**src/rtl/ahb_crc32_pkg.sv**
```systemverilog
// Shared definitions for the AHB-Lite CRC-32 slave: register offsets, polynomial,
// AHB encodings, FSM state type and a lane-strobe helper.
package ahb_crc32_pkg;

  // Register word index, i.e. HADDR[3:2]
  localparam logic [1:0] RegCtrl   = 2'd0;  // 0x0
  localparam logic [1:0] RegData   = 2'd1;  // 0x4
  localparam logic [1:0] RegResult = 2'd2;  // 0x8
  localparam logic [1:0] RegSeed   = 2'd3;  // 0xC

  // IEEE 802.3 polynomial, bit-reflected
  localparam logic [31:0] CrcPoly = 32'hEDB8_8320;

  localparam logic [1:0] HtransIdle   = 2'b00;
  localparam logic [1:0] HtransBusy   = 2'b01;
  localparam logic [1:0] HtransNonseq = 2'b10;
  localparam logic [1:0] HtransSeq    = 2'b11;

  localparam logic [2:0] HsizeByte = 3'd0;
  localparam logic [2:0] HsizeHalf = 3'd1;
  localparam logic [2:0] HsizeWord = 3'd2;

  typedef enum logic [1:0] {
    StIdle,
    StProc,
    StErr1,
    StErr2
  } state_e;

  // Little-endian byte lanes touched by an aligned access
  function automatic logic [3:0] byte_strb(input logic [2:0] size, input logic [1:0] lo);
    logic [3:0] strb;
    case (size)
      HsizeByte: strb = 4'b0001 << lo;
      HsizeHalf: strb = lo[1] ? 4'b1100 : 4'b0011;
      default:   strb = 4'b1111;
    endcase
    return strb;
  endfunction

endpackage

```
**src/rtl/ahb_crc32_slave_step.sv**
```systemverilog
// Combinational reflected CRC-32 update over one byte, unrolled over its 8 bits.
module crc32_byte_step
  import ahb_crc32_pkg::*;
(
  input  logic [31:0] crc_in,
  input  logic [7:0]  data_byte,
  output logic [31:0] crc_out
);

  // Bit-serial LFSR unrolled eight times, LSB first
  always_comb begin
    crc_out = crc_in ^ {24'h0, data_byte};
    for (int i = 0; i < 8; i++) begin
      crc_out = crc_out[0] ? ((crc_out >> 1) ^ CrcPoly) : (crc_out >> 1);
    end
  end

endmodule

```
**src/rtl/ahb_crc32_slave.sv**
```systemverilog
// AHB-Lite slave folding DATA writes into a running CRC-32 at one byte per cycle.
// Optional done interrupt enabled by defining AHB_CRC32_IRQ_EN.
module ahb_crc32_slave
  import ahb_crc32_pkg::*;
#(
  parameter int unsigned ADDR_W   = 4,
  parameter logic [31:0] SEED_RST = 32'hFFFF_FFFF
) (
  input  logic        HCLK,
  input  logic        HRESET,
  input  logic        HSEL,
  input  logic        HREADY,
  input  logic [1:0]  HTRANS,
  input  logic [2:0]  HSIZE,
  input  logic        HWRITE,
  input  logic [31:0] HADDR,
  input  logic [31:0] HWDATA,
  output logic        HREADYOUT,
  output logic        HRESP,
  output logic [31:0] HRDATA
`ifdef AHB_CRC32_IRQ_EN
  ,
  output logic        crc_irq
`endif
);

  state_e      state_q, state_d;
  logic        dp_valid_q, dp_write_q, dp_err_q;
  logic [1:0]  dp_reg_q, dp_lo_q;
  logic [2:0]  dp_size_q;
  logic [31:0] crc_q, seed_q, seed_d, stage_q, crc_next;
  logic [2:0]  cnt_q;

  logic [ADDR_W-1:0] addr;
  logic accept, addr_err, busy, last, stall_type;
  logic dp_done, wr_en, data_wr, init_wr, seed_wr, irq_clr;

  assign addr   = HADDR[ADDR_W-1:0];
  assign accept = HSEL & HREADY & HTRANS[1];
  assign busy   = (state_q == StProc);
  assign last   = busy & (cnt_q == 3'd1);

  logic unused_bits;
  assign unused_bits = ^{HADDR[31:ADDR_W], HTRANS[0]};

  // Address-phase error classification
  always_comb begin
    addr_err = 1'b0;
    if (HSIZE > HsizeWord) addr_err = 1'b1;
    if (HSIZE == HsizeHalf && addr[0]) addr_err = 1'b1;
    if (HSIZE == HsizeWord && addr[1:0] != 2'b00) addr_err = 1'b1;
    if (HWRITE && addr[3:2] == RegResult) addr_err = 1'b1;
  end

  // Data-phase accesses that must see the finished CRC wait out PROC
  assign stall_type = (dp_reg_q == RegData) | (dp_reg_q == RegResult) |
                      ((dp_reg_q == RegCtrl) & dp_write_q & HWDATA[0]);

  // Address-phase capture for the following data phase
  always_ff @(posedge HCLK or posedge HRESET) begin
    if (HRESET) begin
      dp_valid_q <= 1'b0;
      dp_write_q <= 1'b0;
      dp_err_q   <= 1'b0;
      dp_reg_q   <= 2'd0;
      dp_lo_q    <= 2'd0;
      dp_size_q  <= 3'd0;
    end else if (HREADY) begin
      dp_valid_q <= accept;
      if (accept) begin
        dp_write_q <= HWRITE;
        dp_err_q   <= addr_err;
        dp_reg_q   <= addr[3:2];
        dp_lo_q    <= addr[1:0];
        dp_size_q  <= HSIZE;
      end
    end
  end

  // Bus response outputs
  always_comb begin
    HREADYOUT = 1'b1;
    HRESP     = 1'b0;
    unique case (state_q)
      StErr1: begin
        HREADYOUT = 1'b0;
        HRESP     = 1'b1;
      end
      StErr2:  HRESP = 1'b1;
      default: if (dp_valid_q && (dp_err_q || (busy && stall_type))) HREADYOUT = 1'b0;
    endcase
  end

  assign dp_done = dp_valid_q & ~dp_err_q & HREADYOUT & ~HRESP;
  assign wr_en   = dp_done & dp_write_q;
  assign data_wr = wr_en & (dp_reg_q == RegData);
  assign init_wr = wr_en & (dp_reg_q == RegCtrl) & HWDATA[0];
  assign irq_clr = wr_en & (dp_reg_q == RegCtrl) & HWDATA[2];
  assign seed_wr = wr_en & (dp_reg_q == RegSeed);

  // Read data mux, only meaningful when HREADYOUT is high
  always_comb begin
    HRDATA = 32'h0;
    if (dp_valid_q && !dp_write_q && !dp_err_q) begin
      case (dp_reg_q)
        RegCtrl:   HRDATA = {30'h0, busy, 1'b0};
        RegResult: HRDATA = ~crc_q;
        RegSeed:   HRDATA = seed_q;
        default:   HRDATA = 32'h0;
      endcase
    end
  end

  // FSM state register
  always_ff @(posedge HCLK or posedge HRESET) begin
    if (HRESET) state_q <= StIdle;
    else        state_q <= state_d;
  end

  // FSM next state; an error arriving while PROC runs is held until IDLE
  always_comb begin
    state_d = state_q;
    unique case (state_q)
      StIdle: begin
        if (data_wr)                     state_d = StProc;
        else if (accept && addr_err)     state_d = StErr1;
        else if (dp_valid_q && dp_err_q) state_d = StErr1;
      end
      StProc:  if (last) state_d = StIdle;
      StErr1:  state_d = StErr2;
      StErr2:  state_d = (accept && addr_err) ? StErr1 : StIdle;
      default: state_d = StIdle;
    endcase
  end

  crc32_byte_step u_step (
    .crc_in   (crc_q),
    .data_byte(stage_q[7:0]),
    .crc_out  (crc_next)
  );

  // SEED byte-lane merge
  always_comb begin
    logic [3:0] strb;
    strb   = byte_strb(dp_size_q, dp_lo_q);
    seed_d = seed_q;
    for (int i = 0; i < 4; i++) begin
      if (strb[i]) seed_d[8*i +: 8] = HWDATA[8*i +: 8];
    end
  end

  // CRC, seed and byte staging; INIT never coincides with PROC since it stalls
  always_ff @(posedge HCLK or posedge HRESET) begin
    if (HRESET) begin
      crc_q   <= SEED_RST;
      seed_q  <= SEED_RST;
      stage_q <= 32'h0;
      cnt_q   <= 3'd0;
    end else begin
      if (init_wr)   crc_q <= seed_q;
      else if (busy) crc_q <= crc_next;
      if (seed_wr) seed_q <= seed_d;
      if (data_wr) begin
        stage_q <= HWDATA >> {dp_lo_q, 3'b000};
        case (dp_size_q)
          HsizeByte: cnt_q <= 3'd1;
          HsizeHalf: cnt_q <= 3'd2;
          default:   cnt_q <= 3'd4;
        endcase
      end else if (busy) begin
        stage_q <= stage_q >> 8;
        cnt_q   <= cnt_q - 3'd1;
      end
    end
  end

`ifdef AHB_CRC32_IRQ_EN
  logic irq_q;
  // Done interrupt: set on PROC completion, set beats a simultaneous clear
  always_ff @(posedge HCLK or posedge HRESET) begin
    if (HRESET)       irq_q <= 1'b0;
    else if (last)    irq_q <= 1'b1;
    else if (irq_clr) irq_q <= 1'b0;
  end
  assign crc_irq = irq_q;
`else
  logic unused_irq_clr;
  assign unused_irq_clr = irq_clr;
`endif

endmodule

```
**config.mk**
```make
export PLATFORM = sky130hd
export DESIGN_NAME = ahb_crc32_slave
export DESIGN_NICKNAME = d
export VERILOG_FILES = /design/src/rtl/ahb_crc32_pkg.sv /design/src/rtl/ahb_crc32_slave_step.sv /design/src/rtl/ahb_crc32_slave.sv
export SDC_FILE = /design/constraint.sdc
export NUM_CORES = 1
export LEC_CHECK = 0
export CORE_MARGIN = 2
export CORE_UTILIZATION = 55
export CTS_BUF_LIST = sky130_fd_sc_hd__clkbuf_8 sky130_fd_sc_hd__clkbuf_16
export CTS_CLUSTER_SIZE = 10
export DETAILED_ROUTE_END_ITERATION = 10
export PLACE_DENSITY = 0.8
export SKIP_LAST_GASP = 1
export SYNTH_ARGS = -nofsm -noshare
export SYNTH_HDL_FRONTEND = slang
export SYNTH_SLANG_ARGS = --single-unit
export TNS_END_PERCENT = 20
```
**constraint.sdc**
```tcl
create_clock -name HCLK -period 4.5 [get_ports HCLK]
set_input_delay 0.45 -clock HCLK [delete_from_list [all_inputs] [get_ports HCLK]]
set_output_delay 0.45 -clock HCLK [all_outputs]
set_load 0.01 [all_outputs]
```
==> out/qor.yml <==
outcome: "completed"
root_buffer: "clkbuf_16"
placed_area_um2: 7640
post-place-ws_ns: 1.59
ctsHtreeMaxLevel: 3
worstReg2RegStart: "dp_reg_q[1]$_DFFE_PP0P_"
syn_nets: 750
cp.required_ns: 4.05
critPathCaptureType: "output port"
min_path_type: "reg2reg"
clock.fmax_ghz: 0.304
final_nets: 798
layout_common_cells: "clkdlybuf4s50_1 (78), nand2_1 (72), nor2_1 (66)"
grt_usage: 0.270
avgSynthCellArea_um2: 10.1
n_antenna_cell: 0
die_x_um: 115
dieArea_um2: 13300
grt_pass1_vias: 5010
cts_tree: "done"
min_period_ns: 3.29
async_flop_share: 1.00
syn_inst: 670
initial_utilization: 0.565
area_growth_pct: 16.7
grt_max_degree: 81
worst_pin_slew_ns: 1.33
hold_violations: 0
tns_ns: 0
critPathMaxFanout: 33
synth_top_flop_cell: "dfstp_2"
rsz0062_at_grt: "no"
viasPerCell: 6.04
first_iter_violations: 571
std_cell_rows: 40
start_kind: "flop"
yosysUniqueCellTypes: 44
cts_resized: 0
mostFrequentLayoutCell: "clkdlybuf4s50_1"
dp_hpwl_um: 12000
arrival_ns: 2.84
synth_edf_count: 0
antenna_left: 0
skew_ns: 0.00725
reg2regPathDepth: 4
drc: 0
clock_latency_ns: 0.36
grt_pass1_wl_um: 27400
p_leak_uw: 0.00329
vias: 5254
numCtsBuffers: 9
antenna_found_initial: 0
syn_area_um2: 6790
setup_viol: 0
min_path_cells: 2
stdcell_area_um2: 7920
clk_pin_slew_ns: 0.07
r2r_end: "seed_q[10]$_DFFE_PP1P_"
layout_setup_ws_ns: 1.21
fp.coreArea_um2: 12000
irDropWorstVdd_mv: 0.448
drt_pass1_iterations: 5
slew_viol_final: 0
cts_setup_buffers: 0
endpoint: "HRDATA[16]"
crit_path_start: "dp_reg_q[1]$_DFFE_PP0P_"
ys_ff_latch: 111
worstSetupPathType: "reg2out"
ys_seq_area_frac: 0.421
overflow: 0
cts_sinks: 111
maxCapViolCount: 0
routabilityCongestion: 0.862
fin_crit_sh: 0.731
reg2reg_slack_ns: 1.56
clockBufferDepth: 2
cts_hold_buf: 0
yosys_warnings: 0
io_buffers: 78
drive_gt1_frac: 0.166
routedWlPerCell_um: 19.9
io_pins: 108
fp.dieH_um: 115
pwr_density_cell_nw_per_um2: 868
routed_wl_um: 17300
slew_headroom: 0.112
[power by group]
part           internal [uW]  switching (uW)
clock                    408             380
sequential              1580             399
combinational           2210            1890
[metrics by stage]
step	total power [uW]	instances	hold slack, ns	utilization
2_1_floorplan	5210	670	0.469	-
3_3_place_gp	5930	854	0.482	0.636
3_5_place_dp	6040	854	0.491	0.636
4_1_cts	6850	870	0.507	0.660
5_1_grt	7260	870	0.543	0.660
6_report	6870	870	0.508	0.660
[cell families after synthesis]
family                     count (synthesis)  synth area share
AOI/OAI and AO/OA                        170             0.167
xor gates and xnor gates                  67             0.154
adders and majority gates                  6            0.0111
buffers and inverters                     89            0.0507
DFF                                      111             0.421
muxes                                     56            0.0899
and+or+nand+nor                          171             0.106
[flip-flops by register name, indices dropped and copies added (netlist names)]
register,flops
dp_reg_q,2
seed_q,32
dp_err_q,1
dp_size_q,3
crc_q,32
dp_write_q,1
state_q,2
stage_q,32
dp_valid_q,1
dp_lo_q,2
cnt_q,3
[how the worst min path moves through the flow]
stage,start,to,slack (ns)
floorplan,stage_q[24]$_DFFE_PP0P_,stage_q[24]$_DFFE_PP0P_,0.47
global placement,stage_q[28]$_DFFE_PP0P_,stage_q[28]$_DFFE_PP0P_,0.48
detailed placement,stage_q[24]$_DFFE_PP0P_,stage_q[24]$_DFFE_PP0P_,0.49
CTS,stage_q[28]$_DFFE_PP0P_,stage_q[28]$_DFFE_PP0P_,0.51
global route,stage_q[27]$_DFFE_PP0P_,stage_q[27]$_DFFE_PP0P_,0.54
finish,stage_q[28]$_DFFE_PP0P_,stage_q[28]$_DFFE_PP0P_,0.51
[per-layer routing]
metal	track usage	up-vias	share of wire
li1	-	2438	-
met3	0.0406	24	0.068
met2	0.420	196	0.47
met1	0.396	2596	0.44
met4	0.0795	0	0.015
met5	0	-	0
[cells in the mapped netlist, types with 9 or more instances]
library cell	count	share of area
nand2_1	72	0.040
nor2_1	66	0.036
dfstp_2	64	0.25
a22oi_1	58	0.064
dfrtp_1	47	0.17
clkbuf_1	41	0.023
inv_1	40	0.022
xnor2_1	34	0.044
a31oi_1	25	0.023
mux2_1	24	0.040
o21ai_1	23	0.017
o21ai_0	20	0.015
mux2_2	16	0.027
mux2i_1	16	0.024
xnor3_1	14	0.046
nor2b_1	13	0.012
a21oi_1	12	0.0088
xnor2_4	11	0.045
nand3_1	9	0.0066
[critical path, cell delays in order, from the launching register on]
cell and delay, ns:
dfrtp_1 0.39, ha_1 1.06, a22oi_1 0.29, nor2_1 0.17
clkdlybuf4s50_1 0.56
[layout make-up]
| cell class | count | area, um^2 |
|---|---|---|
| tap | 147 | 184 |
| inverter | 40 | 153 |
| multi-input combinational | 470 | 3600 |
| sequential | 111 | 2860 |
| timing repair buffer | 86 | 841 |
| clock inverter | 6 | 36.3 |
| fill | 934 | 4090 |
| clock buffer | 10 | 250 |
Note: power is estimated with default switching activity, not from simulation.
